$ cat src/rtl/alarm_clock_ctrl.sv
// Mode sequencer and alarm controller for the digital alarm clock: issues
// single-cycle counter step commands, handles set-mode timeout and alarm ringing.
module alarm_clock_ctrl #(
    parameter int unsigned RING_SECS   = 60,
    parameter int unsigned SET_TIMEOUT = 30,
    parameter int unsigned CW          = 6
) (
    input  logic       clk,
    input  logic       rst,
    input  logic       sec_tick,
    input  logic       btn_mode,
    input  logic       btn_up,
    input  logic       btn_down,
    input  logic       alarm_arm,
    input  logic [4:0] time_hr,
    input  logic [5:0] time_min,
    input  logic [4:0] alarm_hr,
    input  logic [5:0] alarm_min,
    output logic       chain_en,
    output logic       min_en,
    output logic       hr_en,
    output logic       amin_en,
    output logic       ahr_en,
    output logic       step_up,
    output logic [2:0] mode,
    output logic       blink,
    output logic       alarm_ring
);

    typedef enum logic [2:0] {
        RUN      = 3'd0,
        SET_HR   = 3'd1,
        SET_MIN  = 3'd2,
        SET_AHR  = 3'd3,
        SET_AMIN = 3'd4
    } mode_t;

    localparam logic [CW-1:0] RING_LAST = CW'(RING_SECS - 1);
    localparam logic [CW-1:0] TO_LAST   = CW'(SET_TIMEOUT - 1);

    mode_t         state;
    mode_t         next_mode;
    logic [CW-1:0] ring_cnt;
    logic [CW-1:0] to_cnt;
    logic          match;
    logic          match_q;
    logic          any_btn;
    logic          step_req;

    always_comb begin
        match    = alarm_arm && (state == RUN) && (time_hr == alarm_hr) && (time_min == alarm_min);
        any_btn  = btn_mode || btn_up || btn_down;
        step_req = btn_up ^ btn_down;
        case (state)
            RUN:      next_mode = SET_HR;
            SET_HR:   next_mode = SET_MIN;
            SET_MIN:  next_mode = SET_AHR;
            SET_AHR:  next_mode = SET_AMIN;
            default:  next_mode = RUN;
        endcase
    end

    assign mode = state;

    always_ff @(posedge clk or negedge rst) begin
        if (!rst) begin
            state      <= RUN;
            chain_en   <= 1'b1;
            min_en     <= 1'b0;
            hr_en      <= 1'b0;
            amin_en    <= 1'b0;
            ahr_en     <= 1'b0;
            step_up    <= 1'b1;
            blink      <= 1'b0;
            alarm_ring <= 1'b0;
            ring_cnt   <= '0;
            to_cnt     <= '0;
            match_q    <= 1'b0;
        end else begin
            min_en  <= 1'b0;
            hr_en   <= 1'b0;
            amin_en <= 1'b0;
            ahr_en  <= 1'b0;
            match_q <= match;

            if (alarm_ring) begin
                if (any_btn || !alarm_arm) begin
                    alarm_ring <= 1'b0;
                    ring_cnt   <= '0;
                end else if (sec_tick) begin
                    if (ring_cnt == RING_LAST) begin
                        alarm_ring <= 1'b0;
                        ring_cnt   <= '0;
                    end else begin
                        ring_cnt <= ring_cnt + CW'(1);
                    end
                end
            end else if (match && !match_q) begin
                alarm_ring <= 1'b1;
                ring_cnt   <= '0;
            end

            // While ringing every button is swallowed by the stop above.
            if (!alarm_ring) begin
                if (btn_mode) begin
                    state    <= next_mode;
                    chain_en <= (next_mode == RUN);
                    blink    <= (next_mode != RUN);
                    to_cnt   <= '0;
                end else if (state != RUN) begin
                    if (sec_tick && !btn_up && !btn_down && to_cnt == TO_LAST) begin
                        state    <= RUN;
                        chain_en <= 1'b1;
                        blink    <= 1'b0;
                        to_cnt   <= '0;
                    end else begin
                        if (btn_up || btn_down)
                            to_cnt <= '0;
                        else if (sec_tick)
                            to_cnt <= to_cnt + CW'(1);
                        if (sec_tick)
                            blink <= ~blink;
                        if (step_req) begin
                            step_up <= btn_up;
                            case (state)
                                SET_HR:   hr_en   <= 1'b1;
                                SET_MIN:  min_en  <= 1'b1;
                                SET_AHR:  ahr_en  <= 1'b1;
                                SET_AMIN: amin_en <= 1'b1;
                                default:  ;
                            endcase
                        end
                    end
                end
            end
        end
    end

endmodule

$ cat config.mk
export PLATFORM = sky130hd
export DESIGN_NAME = alarm_clock_ctrl
export DESIGN_NICKNAME = d
export VERILOG_FILES = /design/src/rtl/alarm_clock_ctrl.sv
export SDC_FILE = /design/constraint.sdc
export NUM_CORES = 1
export LEC_CHECK = 0
export BUFFER_PORTS_ARGS = -buffer_cell sky130_fd_sc_hd__buf_2
export CAP_MARGIN = 25
export CORE_MARGIN = 1.5
export CORE_UTILIZATION = 55
export DETAILED_ROUTE_END_ITERATION = 12
export GPL_TIMING_DRIVEN = 1
export PLACE_DENSITY = 0.95
export SYNTH_ARGS = -nofsm -noshare
export SYNTH_HDL_FRONTEND = slang
export SYNTH_SLANG_ARGS = --single-unit
$ cat constraint.sdc
create_clock -name clk -period 4.3 [get_ports clk]
set_input_delay 0.86 -clock clk [delete_from_list [all_inputs] [get_ports clk]]
set_output_delay 0.86 -clock clk [all_outputs]
set_load 0.01 [all_outputs]
After elaboration in Yosys (flattened, before gate mapping)
Cells that the tools add are included.
Widths: inputs -> output; s select.
{"block": "word_totals", "ff_bits": 24, "in_bits": 29, "out_inout_bits": 11, "word_cells": 107}
{"block": "op_classes", "addsub": 2, "n_eq_ne": 9, "muxes": 50, "n_bitwise": 5, "reduce_logical": 29}
{"op": "$mux 6", "count": 10}
{"op": "$mux 1", "count": 36}
{"op": "$add 6x1->6 const B", "count": 2}
{"op": "$pmux 3 s4", "count": 1}
{"op": "$mux 3", "count": 3}
{"op": "$reduce_and 3->1", "count": 3}
{"op": "$reduce_bool 3->1", "count": 3}
{"op": "$logic_and 1x1->1", "count": 7}
{"op": "$eq 3x2->1 const B", "count": 2}
{"op": "$eq 6x5->1 const B", "count": 1}
{"op": "$eq 6x6->1", "count": 1}
{"op": "$eq 6x6->1 const B", "count": 1}
{"op": "$logic_not 3->1", "count": 2}
{"op": "$reduce_bool 2->1", "count": 3}
{"op": "$eq 5x5->1", "count": 1}
{"op": "$reduce_and 5->1", "count": 1}
{"op": "$logic_not 1->1", "count": 4}
{"op": "$logic_or 1x1->1", "count": 4}
{"op": "$not 1->1", "count": 4}
{"op": "$reduce_bool 4->1", "count": 1}
{"op": "$eq 3x1->1 const B", "count": 1}
{"op": "$eq 3x3->1 const B", "count": 1}
{"op": "$ne 3x2->1 const B", "count": 1}
{"op": "$reduce_and 2->1", "count": 1}
{"op": "$xor 1x1->1", "count": 1}

Logic depth before layout (Yosys ltp)
Gate-level depths: netlist of run 1.
{"block": "logic_depth", "depth_word": 8, "mapped_depth": 5, "depth_no_buf": 5}

Worst setup path after synthesis of run 1
OpenSTA, ideal clock, no wires.
{"block": "synth_timing", "path_type": "input to register", "start": "input port sec_tick", "end": "register to_cnt[0]", "setup_ns": 0.145, "arrival_ns": 2.092, "required_ns": 4.155, "slack_ns": 2.062, "path_stages": 5, "path_buffers": 1, "cell_sequence": "buf_4 nor4b_1 nand3_1 a311oi_1 nor2_1"}
{"block": "synth_via", "elab_chain_cells": 6, "elab_cells_between_ends": 8, "cone_classes": "mux (3); reduce/logical (5)"}
{"element": "start: declaration", "line": "10", "text": "input logic sec_tick,"}
{"element": "$logic_and 1x1->1 (3 in series)", "line": "111", "text": "if (sec_tick && !btn_up && !btn_down && to_cnt == TO_LAST) begin"}
{"element": "$mux 6", "line": "111"}
{"element": "$mux 6", "line": "110", "text": "end else if (state != RUN) begin"}
{"element": "$mux 6", "line": "105", "text": "if (btn_mode) begin"}
{"element": "end signal: assignment", "line": "120", "text": "to_cnt <= to_cnt + CW'(1);"}
{"element": "end: declaration", "line": "44", "text": "logic [CW-1:0] to_cnt;"}
Parallel ways exist; a longest one is shown, timed or not. The select of a mux whose other input is x is not followed.
A chain may end at the register's enable or synchronous reset.

Worst setup path after layout of run 1
Ends and elaborated chain as after synthesis.

==> qor.csv, run 1 <==
stage,metric,value,unit
setup_path,worst_path_bufs_invs,1,
grt,global_route.overflow_total,0,
floorplanning,initial_core_utilization,57.6,%
grt,pin_count_of_the_biggest_net_entering_global_routing,25,
floorplanning,ioPinCount,40,
timing,maxSlewHeadroom,29.6,%
grt,vias_in_the_first_global_route,1300,
timing,grt_setup_unrepaired,false,
setup_path,crit_path_max_incr_delay,0.71,ns
worst_hold_path,worst_hold_path_type,in2async,
synth,synth_edf_count,0,
cts,worst_skew_pair.late_latency,0.31,ns
layout,postLayoutCoreUtil,68.0,%
cts,ctsLongestPathBuffers,2,
floorplanning,design.die.area,2860,um^2
detailed_routing,detailroute.via_count,1280,
layout,drive_above_1_share,25.9,%
floorplanning,placement_rows,18,
setup_path,critPathArrivalTime,2.58,ns
flow_run,drv.max_cap_violation_count,0,
setup_path,crit_required,4.48,ns
synth,synth.lib_cells_used.distinct,39,
cts,htreeDepth,1,
synth,syn_area,1400,um^2
layout,layout.filler_cells,208,
setup_path,cp_slowest_cell,a311oi_1,
power_and_ir_drop,power_density,363,nW/um^2
synth,syn_nets,178,
placed_design,dp_hpwl,2380,um
detailed_routing,drtPass1Iterations,4,
setup_path,critPathLaunchType,input pin,
setup_path,crit_fanout,10,
grt,global_route.usage.total,24.2,%
cts,post_cts_setup_buffer_count,0,
timing,tns,0,ns
timing,hold_viol_final,0,
placed_design,io_buffers,39,
timing,max_slew.worst_pin.slew,1.05,ns
grt,grt_first_pass_wirelength,4950,um
synth,synthCells,145,
cts,cts_hold_repair.buffers,0,
detailed_routing,routed_wire_length_per_instance,14.9,um
layout,n_antenna_cell,0,
floorplanning,die_height,53.5,um
synth,syn_avg_cell_area,9.66,um^2
detailed_routing,detail_route.iter0.violations,29,
detailed_routing,viasPerCell,5.95,
cts,cts_num_sinks,24,
floorplanning,die_width,53.5,um
run_status,run_status,finished clean,
cts,cts_inserted_buffers,3,
timing,finalCriticalPeriod,2.40,ns
timing,final_min_period_over_clock_period,55.9,%
setup_path,path_cells,"buf_2, nor4b_1, nand3_1, a311oi_1, nor2_1",
floorplanning,fp.coreArea,2430,um^2
timing,achievable_clock_frequency,416,MHz
detailed_routing,drt_wl_total,3200,um
synth,yosys_register_bits,24,
cts,cts_tree,built,
placed_design,gp_routability_congestion,0.851,
synth,ys.flop_type,dfrtp_1,
setup_path,critPathKind,in2reg,
detailed_routing,drt.antenna.violating_nets,0,
layout,area_growth_syn_to_layout,18.1,%
cts,path_clk_slew,0.13,ns
power_and_ir_drop,ir_drop,0.235,mV
cts,cts_resized,0,
grt,antenna_found_initial,0,
setup_path,endpoint_kind,flop,
setup_path,critical-path-top-delay-family,simple AND/OR/NAND/NOR gates,
synth,seq_area_frac_synth,43.1,%
timing,report.final.slew_viol_count,0,
power_and_ir_drop,total_leakage_power,0.800,nW
synth,yosysWarningCount,0,
timing,final_setup_violation_count,0,
cts,ctsRootBufferMaster,clkbuf_4,
timing,clock-skew-final,0.00222,ns
layout,design.final.nets,219,
synth,synth_async_sr_flop_share,100,%
detailed_routing,drc_errors,0,
cells in the final DEF, fill, tap and decap left out, types with 2 or more instances in the layout:
| cell type | synthesis | routed |
|---|---|---|
| a21oi_1 | 4 | 4 |
| a31oi_1 | 3 | 3 |
| and3_1 | 2 | 2 |
| buf_2 | 0 | 39 |
| clkbuf_4 | 0 | 3 |
| dfrtp_1 | 22 | 22 |
| dfstp_2 | 2 | 2 |
| ha_1 | 4 | 4 |
| inv_1 | 12 | 12 |
| mux2i_1 | 3 | 3 |
| nand2_1 | 6 | 6 |
| nand2b_1 | 2 | 2 |
| nand3_1 | 7 | 7 |
| nand4_1 | 4 | 4 |
| nor2_1 | 8 | 8 |
| nor2b_1 | 2 | 2 |
| nor3_1 | 7 | 7 |
| nor4_1 | 3 | 3 |
| nor4b_1 | 4 | 4 |
| o21ai_0 | 9 | 9 |
| o32ai_1 | 6 | 6 |
| xnor2_1 | 9 | 9 |
| xor2_1 | 7 | 7 |
registers in the layout, indices dropped and copies added, names as in the netlist:
signal / count
min_en: 1
ahr_en: 1
hr_en: 1
to_cnt: 6
ring_cnt: 6
chain_en: 1
blink: 1
mode: 3
step_up: 1
alarm_ring: 1
match_q: 1
amin_en: 1
area by class of cell:
cell class,count,area [um^2],area share [%]
Inverter,12,45.0,2.72
Timing Repair Buffer,39,195,11.8
Sequential cell,24,603,36.5
Tap cell,30,37.5,2.27
Clock buffer,4,36.3,2.19
Multi-Input combinational cell,106,737,44.6
worst paths after layout:
kind,to,start,slack [ns],cells after the start
setup reg to reg,to_cnt[0]$_DFFE_PN0P_,to_cnt[5]$_DFFE_PN0P_,2.21,4
setup / recovery,to_cnt[0]$_DFFE_PN0P_,sec_tick,1.90,5
hold reg to reg,chain_en$_DFFE_PN1P_,chain_en$_DFFE_PN1P_,0.54,1
hold / removal,ring_cnt[0]$_DFFE_PN0P_,rst,0.50,1
max in group asynchronous,chain_en$_DFFE_PN1P_,rst,3.43,1
min in group clk,chain_en$_DFFE_PN1P_,chain_en$_DFFE_PN1P_,0.54,1
where the power goes:
group          switching [mW]  internal [mW]
Sequential             0.0394          0.261
Clock                  0.0660         0.0518
Combinational          0.0973         0.0851
Total                   0.203          0.398
per-stage QoR:
stage / power, mW / hold WS, ns / area (um^2) / worst slack [ns] / std cells
floorplan: 0.412 / 0.503 / 1400 / 2.06 / 145
global placement: 0.474 / 0.525 / 1620 / 1.79 / 211
detailed placement: 0.485 / 0.528 / 1620 / 1.70 / 211
CTS: 0.602 / 0.522 / 1650 / 1.87 / 215
global route: 0.636 / 0.524 / 1650 / 1.65 / 215
finish: 0.600 / 0.503 / 1650 / 1.90 / 215
worst reg2reg max path, delay by kind of cell (launching register included):
family | cells | cell delay (ns)
compound gates | 1 | 0.71
simple gates | 3 | 0.82
flops | 1 | 0.42
layer usage:
layer / vias up / part of all wire, % / track usage, %
met1: 616 / 39 / 24.5
met3: 10 / 6.5 / 4.24
li1: 605 / - / -
met2: 49 / 52 / 44.9
met4: 0 / 2.4 / 15.0
met5: - / 0 / 0
cells by family (layout without fill, tap and decap cells):
group / count (synthesis) / in the layout / share of synthesized area [%]
AND/OR/NAND/NOR: 53 / 53 / 22.3
AO/OA/AOI/OAI: 29 / 29 / 13.9
flip-flops: 24 / 24 / 43.1
XOR/XNOR: 16 / 16 / 10.0
buffers and inverters: 15 / 55 / 4.29
adder cells (fa/ha/maj): 4 / 4 / 3.57
multiplexers: 4 / 4 / 2.95
Yosys cell counts (all sizes together), types with 2 or more instances:
cell / instances / area, um^2
and3: 2 / 12.5
ha: 4 / 50.1
xnor2: 9 / 78.8
a31oi: 3 / 18.8
nor4b: 4 / 35.0
nand4: 4 / 25.0
nor4: 3 / 18.8
dfrtp: 22 / 551
nand3: 7 / 35.0
nand2b: 2 / 12.5
a21oi: 4 / 20.0
dfstp: 2 / 52.6
mux2i: 3 / 30.0
nor2b: 2 / 12.5
or3: 2 / 17.5
xor2: 7 / 61.3
o21ai: 9 / 45.0
o32ai: 6 / 52.6
nor3: 7 / 35.0
clkbuf: 2 / 7.51
nand2: 6 / 22.5
inv: 12 / 45.0
nor2: 8 / 30.0
No activity file was read; power rests on OpenSTA's default activity.
==> inputs of run 2 (changes only) <==
- CORE_UTILIZATION: 55 -> 51
- PLACE_DENSITY: 0.95 -> 0.9
- clock period: 4.3 -> 2.32 ns (I/O delays scaled with it)
==> run 2 against run 1 <==
Effect of this change:
- sequential cell count unchanged
- die area rose by 7.4%
- combinational power is 96% higher
- via count down 0.47%
- sequential share of layout area decreased by 0.49 points
- final area up 1.4%
- setup slack got worse by 1.6 ns
- critical path type is now reg2reg
- largest power group unchanged
- highest routed layer unchanged
==> qor.csv, run 2 (same netlist as run 1, synthesis figures left out) <==
stage,metric,value,unit
timing,final_min_period_over_clock_period,85.5,%
floorplanning,placement_rows,18,
cts,ctsRootBufferMaster,clkbuf_4,
flow_run,drv.max_cap_violation_count,0,
worst_hold_path,worst_hold_path_type,in2async,
floorplanning,die_height,55.4,um
placed_design,dp_hpwl,2350,um
detailed_routing,detail_route.iter0.violations,20,
timing,hold_viol_final,0,
floorplanning,fp.coreArea,2540,um^2
timing,report.final.slew_viol_count,0,
placed_design,gp_routability_congestion,0.844,
cts,cts_hold_repair.buffers,0,
power_and_ir_drop,ir_drop,0.555,mV
grt,grt_first_pass_wirelength,5320,um
setup_path,critPathKind,reg2reg,
layout,most_frequent_standard_cell_in_the_layout_excluding_fill_and_tap_cells,buf_2,
setup_path,endpoint_kind,flop,
grt,vias_in_the_first_global_route,1291,
power_and_ir_drop,total_leakage_power,0.815,nW
timing,hold_ws,0.0933,ns
cts,worst_skew_pair.late_latency,0.32,ns
layout,commonest_cells_after_routing_fill_and_taps_aside,"39 x buf_2, 22 x dfrtp_1, 12 x inv_1",
timing,grt_setup_unrepaired,false,
cts,path_clk_slew,0.13,ns
setup_path,critPathArrivalTime,2.19,ns
run_status,run_status,finished clean,
layout,drive_above_1_share,27.1,%
timing,maxSlewHeadroom,58.7,%
layout,final_cell_area,1680,um^2
detailed_routing,drtPass1Iterations,4,
timing,max_slew.worst_pin.slew,0.611,ns
grt,antenna_found_initial,0,
power_and_ir_drop,power_density,677,nW/um^2
floorplanning,die_width,55.4,um
timing,final_setup_violation_count,0,
placed_design,detailed_place.area,1640,um^2
detailed_routing,drt.antenna.violating_nets,0,
layout,area_growth_syn_to_layout,19.7,%
layout,design.final.nets,222,
grt,global_route.overflow_total,0,
detailed_routing,viasPerCell,5.84,
timing,clock-skew-final,0.00321,ns
cts,ctsLongestPathBuffers,2,
timing,finalCriticalPeriod,1.98,ns
cts,post_cts_setup_buffer_count,0,
setup_path,critPathLaunchType,flop,
timing,tns,0,ns
cts,cts_resized,0,
grt,global_route.usage.total,21.1,%
cts,cts_inserted_buffers,3,
setup_path,crit_fanout,9,
floorplanning,ioPinCount,40,
timing,achievable_clock_frequency,504,MHz
floorplanning,initial_core_utilization,55.0,%
cts,cts_num_sinks,24,
cts,htreeDepth,1,
detailed_routing,detailroute.via_count,1274,
setup_path,crit_required,2.53,ns
floorplanning,design.die.area,3070,um^2
cts,cts_tree,built,
detailed_routing,routed_wire_length_per_instance,14.4,um
layout,n_antenna_cell,0,
placed_design,io_buffers,39,
detailed_routing,drt_wl_total,3140,um
detailed_routing,drc_errors,0,
grt,pin_count_of_the_biggest_net_entering_global_routing,25,
## run 2: power by group
part / internal (mW) / switching [mW] / total, mW
sequential: 0.483 / 0.0679 / 0.551
combinational: 0.172 / 0.186 / 0.357
clock: 0.0962 / 0.130 / 0.226
## run 2: final timing paths
kind / endpoint / start / slack (ns) / depth (start not counted)
max in group asynchronous: chain_en$_DFFE_PN1P_ / rst / 1.86 / 1
min: to_cnt[3]$_DFFE_PN0P_ / rst / 0.09 / 1
min in group clk: match_q$_DFF_PN0_ / alarm_arm / 0.39 / 3
max: ring_cnt[3]$_DFFE_PN0P_ / mode[0]$_DFFE_PN0P_ / 0.34 / 4
min reg2reg: chain_en$_DFFE_PN1P_ / chain_en$_DFFE_PN1P_ / 0.55 / 1
max reg2reg: ring_cnt[3]$_DFFE_PN0P_ / mode[0]$_DFFE_PN0P_ / 0.34 / 4
## run 2: routing by layer
metal  global-route usage, %  share of wire (%)
met3                    3.98                6.9
met5                       0                  0
met2                    37.9                 49
met4                    8.36                1.6
met1                    24.5                 42
## run 2: layout make-up
cell class                 count  area (um^2)
timing repair buffer          42          218
multi-input combinational    106          737
sequential                    24          603
fill                         188          868
inverter                      12         45.0
tap                           30         37.5
clock buffer                   4         36.3
## run 2: worst max-delay path: stages, from the launching register on
cell	delay, ns
dfrtp_1	0.48
or3_4	0.43
or4_1	0.44
and4bb_4	0.42
o32ai_1	0.09
## run 2: stage by stage
step | total power [mW] | instances | utilization (%) | setup WS (ns)
floorplan | 0.764 | 145 | - | 0.464
global placement | 0.899 | 214 | 64.5 | 0.390
detailed placement | 0.915 | 214 | 64.5 | 0.290
CTS | 1.14 | 218 | 65.9 | 0.328
global route | 1.20 | 218 | 65.9 | 0.269
finish | 1.14 | 218 | 65.9 | 0.335
==> inputs of run 3 (changes only) <==
- BUFFER_PORTS_ARGS: -buffer_cell sky130_fd_sc_hd__buf_2 -> -buffer_cell sky130_fd_sc_hd__buf_4
- clock period: 2.32 -> 1.9 ns (I/O delays scaled with it)
==> run 3 against run 2 <==
Effect of this change:
- register-to-register slack got worse by 0.28 ns
- final area is 9.0% higher
- sequential share of layout area shrank 3.0 points
- fmax grew 7.3%
- sequential cell count unchanged
- first-iteration DRC count rose by 35%
- critical path type unchanged
- critical endpoint is now ring_cnt[0]$_DFFE_PN0P_
- largest power group unchanged
==> qor.csv, run 3 (same netlist as run 1, synthesis figures left out) <==
stage,metric,value,unit
run_status,run_status,finished clean,
detailed_routing,drc_errors,0,
layout,area_growth_syn_to_layout,30.5,%
grt,grt_first_pass_wirelength,5710,um
power_and_ir_drop,power_switching,0.479,mW
power_and_ir_drop,power.share.switching,33.0,%
cts,cts_num_sinks,24,
layout,final-seq-area,603,um^2
layout,multi_input_comb_area,737,um^2
floorplanning,fp.coreArea,2540,um^2
detailed_routing,detailroute.via_count,1318,
placed_design,placed_cells_incl_taps,220,
cts,ctsLongestPathBuffers,2,
power_and_ir_drop,power_report.internal_total,0.973,mW
layout,commonest_cells_after_routing_fill_and_taps_aside,"49 x buf_4, 22 x dfrtp_1, 12 x inv_1",
worst_hold_path,worst_hold_path_type,in2reg,
grt,global_route.overflow_total,0,
grt,most_heavily_used_metal_layer_in_global_routing,met2,
timing,final_setup_violation_count,0,
timing,final_min_period_over_clock_period,97.3,%
grt,grt.met2_usage,39.6,%
setup_path,critPathKind,reg2reg,
grt,vias_in_the_first_global_route,1301,
setup_path,endpoint_kind,flop,
layout,postLayoutCoreUtil,71.8,%
timing,maxSlewHeadroom,69.8,%
power_and_ir_drop,share_comb_of_total_power,39.6,%
placed_design,gp_routability_congestion,0.887,
timing,hold_viol_final,0,
cts,path_clk_slew,0.13,ns
timing,max_slew.worst_pin.slew,0.449,ns
power_and_ir_drop,clock_power_share,16.5,%
layout,design.final.nets,230,
layout,final_cell_count_no_fill,226,
floorplanning,initial_core_utilization,55.0,%
detailed_routing,drt.antenna.violating_nets,0,
cts,cts_tree,built,
detailed_routing,detail_route.iter0.violations,27,
grt,antenna_found_initial,0,
layout,n_antenna_cell,0,
grt,global_route.usage.total,23.0,%
power_and_ir_drop,total_leakage_power,0.876,nW
power_and_ir_drop,power_density,795,nW/um^2
layout,most_frequent_standard_cell_in_the_layout_excluding_fill_and_tap_cells,buf_4,
timing,report.final.slew_viol_count,0,
detailed_routing,drt_wl_total,3220,um
detailed_routing,routed_wire_length_per_instance,14.2,um
grt,globalRouteMet1Util,28.6,%
floorplanning,die_height,55.4,um
power_and_ir_drop,ir_drop,0.682,mV
timing,clock-skew-final,0.00255,ns
layout,layout.filler_cells,194,
placed_design,io_buffers,39,
timing,finalCriticalPeriod,1.85,ns
floorplanning,placement_rows,18,
layout,drive_above_1_share,29.1,%
setup_path,critPathArrivalTime,2.06,ns
grt,pin_count_of_the_biggest_net_entering_global_routing,25,
cts,cts_inserted_buffers,3,
detailed_routing,viasPerCell,5.83,
detailed_routing,drtPass1Iterations,6,
setup_path,crit_required,2.11,ns
grt,grt.met3_usage,4.68,%
floorplanning,design.die.area,3070,um^2
setup_path,critPathLaunchType,flop,
flow_run,drv.max_cap_violation_count,0,
cts,ctsRootBufferMaster,clkbuf_4,
floorplanning,die_width,55.4,um
setup_path,crit_fanout,7,
cts,worst_skew_pair.late_latency,0.32,ns
floorplanning,ioPinCount,40,
cts,htreeDepth,1,
timing,achievable_clock_frequency,541,MHz
placed_design,dp_hpwl,2440,um
power_and_ir_drop,share_seq_of_total_power,43.9,%
==> run 3: final cells by class <==
cell class              instances  area share (%)
flip-flops and latches         24            33.0
repair buffers                 50            20.7
well taps                      30            2.05
inverters                      12            2.47
multi-input cells             106            40.3
clock buffers                   4            1.44
==> run 3: critical path, stage by stage (launching register included) <==
cell      delay [ns]
dfrtp_1         0.41
or3_4           0.40
or4_1           0.43
and4bb_4        0.39
o32ai_1         0.09
==> run 3: final timing paths <==
kind / startpoint / to / cells past startpoint / slack (ns)
worst max-delay path: mode[0]$_DFFE_PN0P_ / ring_cnt[0]$_DFFE_PN0P_ / 4 / 0.05
worst min-delay path: btn_mode / mode[1]$_DFFE_PN0P_ / 3 / 0.31
worst max register to register: mode[0]$_DFFE_PN0P_ / ring_cnt[0]$_DFFE_PN0P_ / 4 / 0.05
worst min register to register: chain_en$_DFFE_PN1P_ / chain_en$_DFFE_PN1P_ / 1 / 0.55
max in group asynchronous: rst / chain_en$_DFFE_PN1P_ / 2 / 1.14
min in group asynchronous: rst / ring_cnt[5]$_DFFE_PN0P_ / 2 / 0.47
==> run 3: power groups by stage <==
stage / clock [mW] / sequential (mW) / combinational (mW)
final: 0.240 / 0.638 / 0.575
after global routing: 0.263 / 0.648 / 0.636
after CTS: 0.242 / 0.639 / 0.565
after detailed placement: 0 / 0.649 / 0.560
after global placement: 0 / 0.642 / 0.541
after floorplan: 0 / 0.697 / 0.235
==> run 3: what timing repair did <==
action | 4_1_cts | 5_1_grt
resized for setup | 0 | 0
setup endpoints to repair | 0 | 7
buffers inserted | 0 | 1
hold endpoints to repair | 22 | 0
hold buffers | 1 | 0
==> run 3: per-layer routing <==
metal | wire [um] | share of wire [%] | vias up
li1 | - | - | 631
met1 | 1380 | 43 | 637
met2 | 1590 | 50 | 45
met3 | 196 | 6.1 | 5
met4 | 45 | 1.4 | 0
met5 | 0 | 0 | -
==> run 3: through the flow <==
stage	setup slack [ns]	TNS (ns)	area, um^2	power (mW)	hold slack [ns]
global placement	0.0857	0	1780	1.18	0.293
CTS	0.00726	0	1820	1.45	0.314
global route	-0.00289	-0.00289	1830	1.55	0.309
finish	0.0506	0	1830	1.45	0.314
floorplan	0.0439	0	1400	0.932	0.0844
detailed placement	0.0268	0	1780	1.21	0.299
